### config.mk
export PLATFORM = sky130hd
export DESIGN_NAME = mby_tag_uc_ring_arb_flat
export DESIGN_NICKNAME = d
export VERILOG_FILES = /design/src/rtl/mby_tag_uc_ring_arb_if.sv /design/src/rtl/mby_tag_uc_ring_arb.sv /design/src/flat_wrapper.sv
export SDC_FILE = /design/constraint.sdc
export NUM_CORES = 1
export LEC_CHECK = 0
export BUFFER_PORTS_ARGS = -buffer_cell sky130_fd_sc_hd__buf_4
export CAP_MARGIN = 20
export CORE_UTILIZATION = 44
export DETAILED_ROUTE_END_ITERATION = 10
export PLACE_DENSITY = 0.87
export SLEW_MARGIN = 30
export SYNTH_ARGS = -nofsm -noshare
export SYNTH_HDL_FRONTEND = slang
export SYNTH_SLANG_ARGS = --single-unit
### constraint.sdc
create_clock -name clk -period 2.89 [get_ports clk]
set_input_delay 0.4335 -clock clk [delete_from_list [all_inputs] [get_ports clk]]
set_output_delay 0.4335 -clock clk [all_outputs]
set_load 0.01 [all_outputs]
### src/rtl/mby_tag_uc_ring_arb_if.sv
// Bundles the ring-slot and local-requester signals of one unicast tag ring stop.
// master drives ring input, requests and config; slave is the arbiter.
interface mby_tag_uc_ring_arb_if #(
    parameter int unsigned N_REQ  = 4,
    parameter int unsigned DATA_W = 32
);
    logic                      cfg_en;
    logic                      ring_in_val;
    logic [DATA_W-1:0]         ring_in_data;
    logic                      ring_in_stall;
    logic [N_REQ-1:0]          req_val;
    logic [N_REQ*DATA_W-1:0]   req_data;
    logic [N_REQ-1:0]          req_rdy;
    logic                      ring_out_val;
    logic [DATA_W-1:0]         ring_out_data;
    logic                      ring_out_dbg;

    modport master (
        output cfg_en,
        output ring_in_val,
        output ring_in_data,
        output req_val,
        output req_data,
        input  ring_in_stall,
        input  req_rdy,
        input  ring_out_val,
        input  ring_out_data,
        input  ring_out_dbg
    );

    modport slave (
        input  cfg_en,
        input  ring_in_val,
        input  ring_in_data,
        input  req_val,
        input  req_data,
        output ring_in_stall,
        output req_rdy,
        output ring_out_val,
        output ring_out_data,
        output ring_out_dbg
    );
endinterface

### src/rtl/mby_tag_uc_ring_arb.sv
// Unicast tag ring insertion arbiter: ring traffic passes through, local requesters share idle
// slots round-robin. Define MBY_TAG_UC_ARB_ANTISTARVE_EN to force an insert after starvation.
module mby_tag_uc_ring_arb #(
    parameter int unsigned N_REQ        = 4,
    parameter int unsigned DATA_W       = 32,
    parameter int unsigned STARVE_LIMIT = 8
) (
    input logic                  clk,
    input logic                  rst,
    mby_tag_uc_ring_arb_if.slave io_bus
);
    localparam int unsigned PTR_W = $clog2(N_REQ);
    localparam logic [PTR_W:0] NREQ_W = (PTR_W + 1)'(N_REQ);

    if (N_REQ < 2 || N_REQ > 8 || STARVE_LIMIT < 1) begin : g_bad_cfg
        $error("mby_tag_uc_ring_arb: unsupported N_REQ or STARVE_LIMIT");
    end

    logic [PTR_W-1:0]  r_rr_ptr;
    logic [PTR_W-1:0]  w_rr_ptr_d;
    logic              r_out_val;
    logic              w_out_val_d;
    logic [DATA_W-1:0] r_out_data;
    logic [DATA_W-1:0] w_out_data_d;
    logic              r_out_dbg;
    logic              w_out_dbg_d;
    logic [N_REQ-1:0]  w_req_rdy;
    logic              w_stall;
    logic              w_grant;
    logic              w_local_ok;
    logic              w_denied;
    logic              w_force;
    logic [PTR_W-1:0]  w_win;
    logic [PTR_W:0]    w_win_nxt;

    assign w_local_ok = ~rst & io_bus.cfg_en & (|io_bus.req_val);
    assign w_denied   = w_local_ok & io_bus.ring_in_val;

    // First asserted request at or after the pointer; scanning downward lets the
    // smallest offset win.
    always_comb begin
        logic [PTR_W:0] idx;
        w_win = r_rr_ptr;
        idx   = '0;
        for (int k = N_REQ - 1; k >= 0; k--) begin
            idx = {1'b0, r_rr_ptr} + (PTR_W + 1)'(k);
            if (idx >= NREQ_W) begin
                idx = idx - NREQ_W;
            end
            if (io_bus.req_val[idx[PTR_W-1:0]]) begin
                w_win = idx[PTR_W-1:0];
            end
        end
    end

    always_comb begin
        w_win_nxt = {1'b0, w_win} + (PTR_W + 1)'(1);
        if (w_win_nxt == NREQ_W) begin
            w_win_nxt = '0;
        end
    end

`ifdef MBY_TAG_UC_ARB_ANTISTARVE_EN
    localparam int unsigned CNT_W = $clog2(STARVE_LIMIT + 1);
    localparam logic [CNT_W-1:0] LIMIT_C = CNT_W'(STARVE_LIMIT);

    typedef enum logic [1:0] {
        StPass,
        StStarving,
        StForce
    } arb_state_e;

    arb_state_e       r_state;
    arb_state_e       w_state_d;
    logic [CNT_W-1:0] r_wait_cnt;
    logic [CNT_W-1:0] w_wait_cnt_d;
    logic [CNT_W-1:0] w_wait_inc;

    always_ff @(posedge clk) begin
        if (rst) begin
            r_state    <= StPass;
            r_wait_cnt <= '0;
        end else begin
            r_state    <= w_state_d;
            r_wait_cnt <= w_wait_cnt_d;
        end
    end

    always_comb begin
        w_state_d    = r_state;
        w_wait_cnt_d = r_wait_cnt;
        w_wait_inc   = (r_wait_cnt == LIMIT_C) ? r_wait_cnt : r_wait_cnt + CNT_W'(1);
        case (r_state)
            StPass: begin
                if (w_denied) begin
                    w_wait_cnt_d = CNT_W'(1);
                    w_state_d    = (LIMIT_C == CNT_W'(1)) ? StForce : StStarving;
                end
            end
            StStarving: begin
                if (w_denied) begin
                    w_wait_cnt_d = w_wait_inc;
                    if (w_wait_inc == LIMIT_C) begin
                        w_state_d = StForce;
                    end
                end else begin
                    // Natural grant, requests withdrawn or insertion disabled.
                    w_wait_cnt_d = '0;
                    w_state_d    = StPass;
                end
            end
            StForce: begin
                w_wait_cnt_d = '0;
                w_state_d    = StPass;
            end
            default: begin
                w_wait_cnt_d = '0;
                w_state_d    = StPass;
            end
        endcase
    end

    assign w_force = (r_state == StForce) & ~rst;
`else
    assign w_force = 1'b0;
`endif

    always_comb begin
        w_req_rdy    = '0;
        w_stall      = 1'b0;
        w_grant      = 1'b0;
        w_out_val_d  = 1'b0;
        w_out_data_d = r_out_data;
        w_out_dbg_d  = 1'b0;
        w_rr_ptr_d   = r_rr_ptr;
        if (w_force) begin
            // Upstream holds its slot; the local winner takes this cycle.
            w_stall = 1'b1;
            w_grant = w_local_ok;
        end else if (io_bus.ring_in_val && !rst) begin
            w_out_val_d  = 1'b1;
            w_out_data_d = io_bus.ring_in_data;
        end else begin
            w_grant = w_local_ok;
        end
        if (w_grant) begin
            w_req_rdy[w_win] = 1'b1;
            w_out_val_d      = 1'b1;
            w_out_data_d     = io_bus.req_data[w_win*DATA_W +: DATA_W];
            w_out_dbg_d      = 1'b1;
            w_rr_ptr_d       = w_win_nxt[PTR_W-1:0];
        end
    end

    always_ff @(posedge clk) begin
        if (rst) begin
            r_rr_ptr   <= '0;
            r_out_val  <= 1'b0;
            r_out_data <= '0;
            r_out_dbg  <= 1'b0;
        end else begin
            r_rr_ptr   <= w_rr_ptr_d;
            r_out_val  <= w_out_val_d;
            r_out_data <= w_out_data_d;
            r_out_dbg  <= w_out_dbg_d;
        end
    end

    assign io_bus.req_rdy       = w_req_rdy;
    assign io_bus.ring_in_stall = w_stall;
    assign io_bus.ring_out_val  = r_out_val;
    assign io_bus.ring_out_data = r_out_data;
    assign io_bus.ring_out_dbg  = r_out_dbg;
endmodule

### src/flat_wrapper.sv
// flat-port wrapper written by rule: the top's interface ports become plain ports
module mby_tag_uc_ring_arb_flat 
#(
    parameter int unsigned N_REQ        = 4,
    parameter int unsigned DATA_W       = 32,
    parameter int unsigned STARVE_LIMIT = 8
)
  (clk, rst, io_bus_cfg_en, io_bus_ring_in_val, io_bus_ring_in_data, io_bus_req_val, io_bus_req_data, io_bus_ring_in_stall, io_bus_req_rdy, io_bus_ring_out_val, io_bus_ring_out_data, io_bus_ring_out_dbg);
  mby_tag_uc_ring_arb_if #(.N_REQ(N_REQ), .DATA_W(DATA_W)) io_bus_i ();
  input logic clk;
  input logic rst;
  input wire logic [$bits(io_bus_i.cfg_en)-1:0] io_bus_cfg_en;
  input wire logic [$bits(io_bus_i.ring_in_val)-1:0] io_bus_ring_in_val;
  input wire logic [$bits(io_bus_i.ring_in_data)-1:0] io_bus_ring_in_data;
  input wire logic [$bits(io_bus_i.req_val)-1:0] io_bus_req_val;
  input wire logic [$bits(io_bus_i.req_data)-1:0] io_bus_req_data;
  output wire logic [$bits(io_bus_i.ring_in_stall)-1:0] io_bus_ring_in_stall;
  output wire logic [$bits(io_bus_i.req_rdy)-1:0] io_bus_req_rdy;
  output wire logic [$bits(io_bus_i.ring_out_val)-1:0] io_bus_ring_out_val;
  output wire logic [$bits(io_bus_i.ring_out_data)-1:0] io_bus_ring_out_data;
  output wire logic [$bits(io_bus_i.ring_out_dbg)-1:0] io_bus_ring_out_dbg;
  assign io_bus_i.cfg_en = io_bus_cfg_en;
  assign io_bus_i.ring_in_val = io_bus_ring_in_val;
  assign io_bus_i.ring_in_data = io_bus_ring_in_data;
  assign io_bus_i.req_val = io_bus_req_val;
  assign io_bus_i.req_data = io_bus_req_data;
  assign io_bus_ring_in_stall = io_bus_i.ring_in_stall;
  assign io_bus_req_rdy = io_bus_i.req_rdy;
  assign io_bus_ring_out_val = io_bus_i.ring_out_val;
  assign io_bus_ring_out_data = io_bus_i.ring_out_data;
  assign io_bus_ring_out_dbg = io_bus_i.ring_out_dbg;
  mby_tag_uc_ring_arb #(.N_REQ(N_REQ), .DATA_W(DATA_W), .STARVE_LIMIT(STARVE_LIMIT)) u_core (.clk(clk), .rst(rst), .io_bus(io_bus_i));
endmodule
## Word level (Yosys, flattened, before mapping)

Cells that the tools add are included.

| storage, ports and cells | value |
|---|---|
| output and inout port bits | 39 |
| bits in registers | 36 |
| word-level logic and storage cells | 58 |

| operators by class | value |
|---|---|
| order comparisons | 10 |
| bitwise logic cells | 3 |
| reductions and logical operators | 5 |
| $add $sub $neg | 8 |
| equality and inequality tests | 1 |
| muxes and demuxes | 26 |
| shift-type cells | 1 |

Operators by type and width:

| operator | number |
|---|---|
| 128-bit by 8-bit variable part select with 32-bit output | 1 |
| 32-bit 2-to-1 mux | 2 |
| 2-bit 2-to-1 mux | 9 |
| 2-bit by 3-bit < comparator with 1-bit output, second input constant | 5 |
| 3-bit >= comparator, second input constant | 3 |
| 1-bit 2-to-1 mux | 9 |
| 1-bit binary-select mux with 2-bit select | 4 |
| 2-bit by 1-bit subtractor with 2-bit output, second input constant | 4 |
| 2-bit by 1-bit adder with 3-bit output, second input constant | 2 |
| 2-bit by 2-bit adder with 3-bit output, second input constant | 2 |
| 4-bit 2-to-1 mux | 1 |
| 4-bit OR reduction | 1 |
| 3-bit equality test, second input constant | 1 |
| 2-bit by 3-bit >= comparator with 1-bit output, second input constant | 1 |
| 1-bit AND | 2 |
| 1-bit demux with 2-bit select | 1 |
| 2-bit by 1-bit >= comparator with 1-bit output, second input constant | 1 |
| 1-bit logical AND | 2 |
| 2-bit nonzero test | 1 |
| 1-bit logical NOT | 1 |
| 1-bit inverter | 1 |

## Depth between registers and ports, before layout

| depth | value |
|---|---|
| word-level depth | 14 |
| depth in mapped cells | 8 |

## Least setup slack after synthesis

OpenSTA, ideal clock, no wires.

| path | value |
|---|---|
| kind | input to output |
| start point | input io_bus_req_val[0] |
| end point | output io_bus_req_rdy[1] |
| cell stages on the path | 7 |
| path buffers | 2 |
| arrival | 1600 ps |
| required time | 2457 ps |
| path slack | 856 ps |
| cell sequence | nor2b_2 -> o31ai_2 -> buf_6 -> buf_8 -> inv_1 -> ha_1 -> and2_1 |

| between the ends | value |
|---|---|
| longest elaborated chain between the ends | 11 |
| elaborated cells on any way between the ends | 21 |

Ends and longest elaborated chain:

| what | line | text |
|---|---|---|
| from (decl) | flat_wrapper.sv:15 | `input wire logic [$bits(io_bus_i.req_val)-1:0] io_bus_req_val;` |
| 1-bit binary-select mux with 2-bit select | mby_tag_uc_ring_arb.sv:50 | `if (io_bus.req_val[idx[PTR_W-1:0]]) begin` |
| 1-bit 2-to-1 mux (implied by the code) | mby_tag_uc_ring_arb.sv:50 |  |
| 2-bit 2-to-1 mux (4 in a row) | mby_tag_uc_ring_arb.sv:50 |  |
| 2-bit by 3-bit < comparator with 1-bit output (implied by the code) or 2-bit by 1-bit >= comparator with 1-bit output (tied branches) | mby_tag_uc_ring_arb.sv:147 | `w_req_rdy[w_win] = 1'b1;` |
| 1-bit logical AND (implied by the code) | mby_tag_uc_ring_arb.sv:147 |  |
| 1-bit 2-to-1 mux (implied by the code) | mby_tag_uc_ring_arb.sv:147 |  |
| 1-bit demux with 2-bit select | - |  |
| 4-bit 2-to-1 mux * | mby_tag_uc_ring_arb.sv:146 | `if (w_grant) begin` |
| to (decl) | flat_wrapper.sv:18 | `output wire logic [$bits(io_bus_i.req_rdy)-1:0] io_bus_req_rdy;` |

Mark *: on every way between the ends. The rest lies on a longest branch, timed or not. The select of a mux whose other input is x is not followed.

## Worst setup path after layout

| path | value |
|---|---|
| start point | register u_core.r_rr_ptr[1] |
| end point | output io_bus_req_rdy[2] |

| between the ends | value |
|---|---|
| longest elaborated chain between the ends | 14 |
| elaborated cells on any way between the ends | 33 |

Ends and longest elaborated chain:

| what | line | text |
|---|---|---|
| from (decl) | mby_tag_uc_ring_arb.sv:19 | `logic [PTR_W-1:0] r_rr_ptr;` |
| from (signal assigned) | mby_tag_uc_ring_arb.sv:162 | `r_rr_ptr <= w_rr_ptr_d;` |
| 2-bit by 2-bit adder with 3-bit output | mby_tag_uc_ring_arb.sv:46 | `idx = {1'b0, r_rr_ptr} + (PTR_W + 1)'(k);` |
| 3-bit >= comparator or 2-bit by 1-bit subtractor with 2-bit output (tied branches) | mby_tag_uc_ring_arb.sv:47, mby_tag_uc_ring_arb.sv:48 |  |
| 2-bit 2-to-1 mux | mby_tag_uc_ring_arb.sv:47 | `if (idx >= NREQ_W) begin` |
| 1-bit binary-select mux with 2-bit select | mby_tag_uc_ring_arb.sv:50 |  |
| 1-bit 2-to-1 mux (implied by the code) | mby_tag_uc_ring_arb.sv:50 |  |
| 2-bit 2-to-1 mux (3 in a row) | mby_tag_uc_ring_arb.sv:50 |  |
| 2-bit 2-to-1 mux * | mby_tag_uc_ring_arb.sv:50 |  |
| 2-bit by 3-bit < comparator with 1-bit output (implied by the code) or 2-bit by 1-bit >= comparator with 1-bit output (tied branches) | mby_tag_uc_ring_arb.sv:147 |  |
| 1-bit logical AND (implied by the code) | mby_tag_uc_ring_arb.sv:147 |  |
| 1-bit 2-to-1 mux (implied by the code) | mby_tag_uc_ring_arb.sv:147 |  |
| 1-bit demux with 2-bit select * | - |  |
| 4-bit 2-to-1 mux * | mby_tag_uc_ring_arb.sv:146 |  |

Marked as above.

==> impl_results.rst <==
.. list-table::
   :header-rows: 1

   * - Metric
     - Value
   * - Top achievable clock speed
     - 457.3 MHz
   * - Post-detailed-placement half-perimeter wirelength
     - 6583 um
   * - Share of power burned in registers
     - 0.348
   * - Fraction of final layout cells sized beyond drive strength 1
     - 0.5533
   * - Post-layout min period
     - 2.187 ns
   * - Data arrival, critical path
     - 1.75 ns
   * - Final net count
     - 621
   * - Sequential element share of the synthesized area
     - 0.2599
   * - Chip Height
     - 81.38 um
   * - Slew at the pin closest to its max-slew limit
     - 0.5240 ns
   * - First-pass GRT wire length
     - 12,290 um
   * - Number of cells traversed by the worst register-to-register path
     - 6
   * - Initial core utilization
     - 0.4628
   * - Flop2flop setup slack
     - 0.93 ns
   * - Post-synthesis async set-or-reset flop share
     - 0
   * - Root buffer cell
     - sky130_fd_sc_hd__clkbuf_8
   * - Site Rows
     - 28
   * - Area of the die
     - 6623 um^2
   * - Total standard cell area after synthesis
     - 2773 um^2
   * - Top_reg_cell synth
     - sky130_fd_sc_hd__dfxtp_1
   * - Routed WL
     - 8615 um
   * - Hold Path Sink
     - u_core.io_bus.ring_out_data[17]
   * - Unrepaired setup endpoints after global routing
     - no
   * - Layout area overhead
     - 56.14%
   * - Total of warnings raised by yosys
     - 0
   * - Core Footprint
     - 5991 um^2
   * - IR drop worst, VDD
     - 236.2 uV
   * - Final weighted congestion in routability-driven placement
     - 0.7744
   * - Combinational cell fraction of total power
     - 0.364
   * - # setup viols final
     - 0
   * - Hold Path Origin
     - io_bus_req_data[17]
   * - # port buffers
     - 205
   * - Initial DRC count
     - 93
   * - H-tree levels
     - 2
   * - Post-Place Setup Slack
     - 0.6523 ns
   * - Source-to-sink clock delay at the later pin of the worst-skew pair
     - 0.27 ns
   * - Final-report max-slew violation count
     - 0
   * - Depth of the worst hold-timing path
     - 3
   * - Top cell type by total area after synthesis
     - sky130_fd_sc_hd__dfxtp_1
   * - Wire per inst
     - 16.41 um
   * - Largest fanout of any net on the critical path
     - 6
   * - Die width
     - 81.38 um
   * - Critical Path End Type
     - output pin
   * - Max cap viols
     - 0
   * - Synth Area per Inst
     - 10.75 um^2
   * - Worst min-delay path category
     - input pin to register
   * - Hold-fix buffers at CTS
     - 0
   * - Clock Skew
     - 0.002069 ns
   * - Final-report hold violation count
     - 0
   * - Total Neg Setup Slack
     - 0 ns
   * - Initial antenna violation count
     - 0
   * - Crit Path Category
     - register to output pin
   * - Clock tree from TritonCTS
     - done
   * - DRC Markers
     - 0
   * - Outcome
     - completed
   * - Post-route ant nets
     - 0
   * - 1st-pass router iterations
     - 4
   * - Distinct cells, synth
     - 38
   * - Avg Vias per Cell
     - 5.415
   * - Slew Limit Headroom
     - 0.6505
   * - Sw frac
     - 0.2751
   * - Internal Pwr Total
     - 1.187 mW
   * - GRT Util Overall
     - 0.2438
   * - Final Worst Setup Slack
     - 0.7031 ns
   * - Number of nets produced by synthesis
     - 430
   * - Post-CTS setup-driven buffer insertion count
     - 0
   * - RR Startpoint
     - u_core.r_rr_ptr[1]
   * - Synthesized netlist cell count
     - 258
   * - Category of the worst setup path launch point
     - register
   * - Synthesis-stage register bit count
     - 36
   * - Clock network fraction of total power
     - 0.289
   * - Worst-path clk slew
     - 0.07 ns
   * - Number of CTS-inserted buffers
     - 5
   * - Total leakage power
     - 1.946 nW
   * - Total number of vias
     - 2,843
   * - Number of global-route vias before repair
     - 2,818
   * - Maximum clock path buffer count
     - 2
   * - EDFF count, synth
     - 0
   * - Pin count of the biggest net entering global routing
     - 65
   * - Clk sinks
     - 36
   * - Power density of the placed cells
     - 378.3 nW/um^2
   * - Worst Path Required
     - 2.46 ns
   * - Tcrit/Tclk final
     - 0.7567
   * - Top-area cell type share of the netlist area
     - 0.2599
   * - Number of top-level pins
     - 207
   * - Post-cts repair resize count
     - 0
   * - Switching power
     - 0.4505 mW
   * - Number of diodes
     - 0
   * - Number of filler instances in the final layout
     - 478
   * - Startpoint of the worst setup timing path
     - u_core.r_rr_ptr[1]
   * - Worst R2R End
     - u_core.io_bus.ring_out_data[31]
   * - Largest cells by area after synthesis
     - sky130_fd_sc_hd__dfxtp_1 (26%), sky130_fd_sc_hd__mux2i_1 (23%), sky130_fd_sc_hd__o221ai_2 (14%)
   * - Total congestion overflow after global routing
     - 0
## per-layer routing
layer | GRT usage | routed length, um | vias to the layer above
met5 | 0 | 0 | -
met4 | 0.06964 | 89 | 0
met3 | 0.05506 | 773 | 10
met2 | 0.4883 | 4715 | 141
met1 | 0.2447 | 3036 | 1309
li1 | - | - | 1383
## layout make-up
| cell class | instances | area [um^2] | share of cell area |
|---|---|---|---|
| Clock buffer | 7 | 96.34 | 0.02225 |
| Tap cell | 75 | 93.84 | 0.02168 |
| Inverter | 3 | 11.26 | 0.002601 |
| Sequential cell | 36 | 720.7 | 0.1665 |
| Clock inverter | 1 | 30.03 | 0.006936 |
| Multi-Input combinational cell | 194 | 1783 | 0.4118 |
| Timing Repair Buffer | 209 | 1594 | 0.3682 |
## placed cells by master (no fill, tap or decap), types with 2 or more instances in the layout
cell type / count
sky130_fd_sc_hd__ha_1: 4
sky130_fd_sc_hd__a22oi_1: 32
sky130_fd_sc_hd__o21ai_1: 2
sky130_fd_sc_hd__buf_4: 207
sky130_fd_sc_hd__buf_12: 2
sky130_fd_sc_hd__nor2b_1: 2
sky130_fd_sc_hd__mux2i_1: 64
sky130_fd_sc_hd__a21oi_1: 2
sky130_fd_sc_hd__nor2_1: 5
sky130_fd_sc_hd__inv_1: 3
sky130_fd_sc_hd__or2_1: 19
sky130_fd_sc_hd__or2_0: 13
sky130_fd_sc_hd__dfxtp_1: 36
sky130_fd_sc_hd__o221ai_1: 7
sky130_fd_sc_hd__o221ai_2: 25
sky130_fd_sc_hd__clkbuf_8: 7
sky130_fd_sc_hd__and2_1: 4
## metrics by stage
stage	std cells	hold WS [ns]	area [um^2]	utilization	total power, mW
final	525	0.4690	4329	0.7226	1.638
after global routing	525	0.4694	4329	0.7226	1.726
after CTS	525	0.4622	4329	0.7226	1.654
after detailed placement	517	0.5434	4203	0.7015	1.178
after global placement	517	0.5338	4203	0.7015	1.161
after floorplan	258	0.5016	2773	-	0.9141
## worst max path at each step
stage | to | slack, ns | depth (start not counted)
2_1_floorplan | io_bus_req_rdy[1] | 0.86 | 7
3_3_place_gp | u_core.io_bus.ring_out_data[1] | 0.70 | 7
3_5_place_dp | u_core.io_bus.ring_out_data[26] | 0.65 | 7
4_1_cts | io_bus_req_rdy[2] | 0.69 | 7
5_1_grt | io_bus_req_rdy[2] | 0.59 | 7
6_report | io_bus_req_rdy[2] | 0.70 | 7
## flip-flops by register name, indices dropped and copies added, names as in the netlist
signal	count
u_core.io_bus.ring_out_data	32
u_core.io_bus.ring_out_dbg	1
u_core.io_bus.ring_out_val	1
u_core.r_rr_ptr	2
## cell usage after synthesis, types with 2 or more instances
library cell	number
sky130_fd_sc_hd__ha_1	4
sky130_fd_sc_hd__o221ai_2	25
sky130_fd_sc_hd__clkbuf_8	3
sky130_fd_sc_hd__or2_1	19
sky130_fd_sc_hd__buf_12	3
sky130_fd_sc_hd__a22oi_1	32
sky130_fd_sc_hd__buf_6	3
sky130_fd_sc_hd__dfxtp_1	36
sky130_fd_sc_hd__clkbuf_4	2
sky130_fd_sc_hd__buf_2	6
sky130_fd_sc_hd__a21oi_1	2
sky130_fd_sc_hd__and2_1	4
sky130_fd_sc_hd__o21ai_1	2
sky130_fd_sc_hd__nor2b_1	2
sky130_fd_sc_hd__mux2i_1	64
sky130_fd_sc_hd__clkbuf_1	2
sky130_fd_sc_hd__or2_0	13
sky130_fd_sc_hd__nor2_1	5
sky130_fd_sc_hd__buf_8	4
sky130_fd_sc_hd__inv_1	3
sky130_fd_sc_hd__o221ai_1	7
## power groups by stage
| stage | Sequential [mW] | Combinational (mW) | Clock (mW) |
|---|---|---|---|
| floorplan | 0.594 | 0.320 | 0 |
| global placement | 0.578 | 0.583 | 0 |
| detailed placement | 0.578 | 0.600 | 0 |
| CTS | 0.569 | 0.600 | 0.485 |
| global route | 0.574 | 0.640 | 0.511 |
| finish | 0.570 | 0.595 | 0.473 |
## critical path, stage by stage (launching register included)
cell	delay [ns]
sky130_fd_sc_hd__dfxtp_1	0.42
sky130_fd_sc_hd__inv_1	0.08
sky130_fd_sc_hd__a2bb2oi_1	0.16
sky130_fd_sc_hd__o221a_2	0.29
sky130_fd_sc_hd__inv_1	0.08
sky130_fd_sc_hd__ha_1	0.18
sky130_fd_sc_hd__and2_1	0.13
sky130_fd_sc_hd__buf_4	0.14
## cell families (layout without fill, tap and decap cells)
| logic type | after synthesis | count (layout) | share of synthesized area |
|---|---|---|---|
| AOI/OAI and AO/OA | 75 | 75 | 0.2762 |
| adders and majority gates | 4 | 4 | 0.01805 |
| buffers and inverters | 28 | 220 | 0.1002 |
| DFF | 36 | 36 | 0.2599 |
| muxes | 64 | 64 | 0.2310 |
| other | 1 | 1 | 0.001352 |
| and+or+nand+nor | 50 | 50 | 0.1133 |
Note: power is estimated with default switching activity, not from simulation.
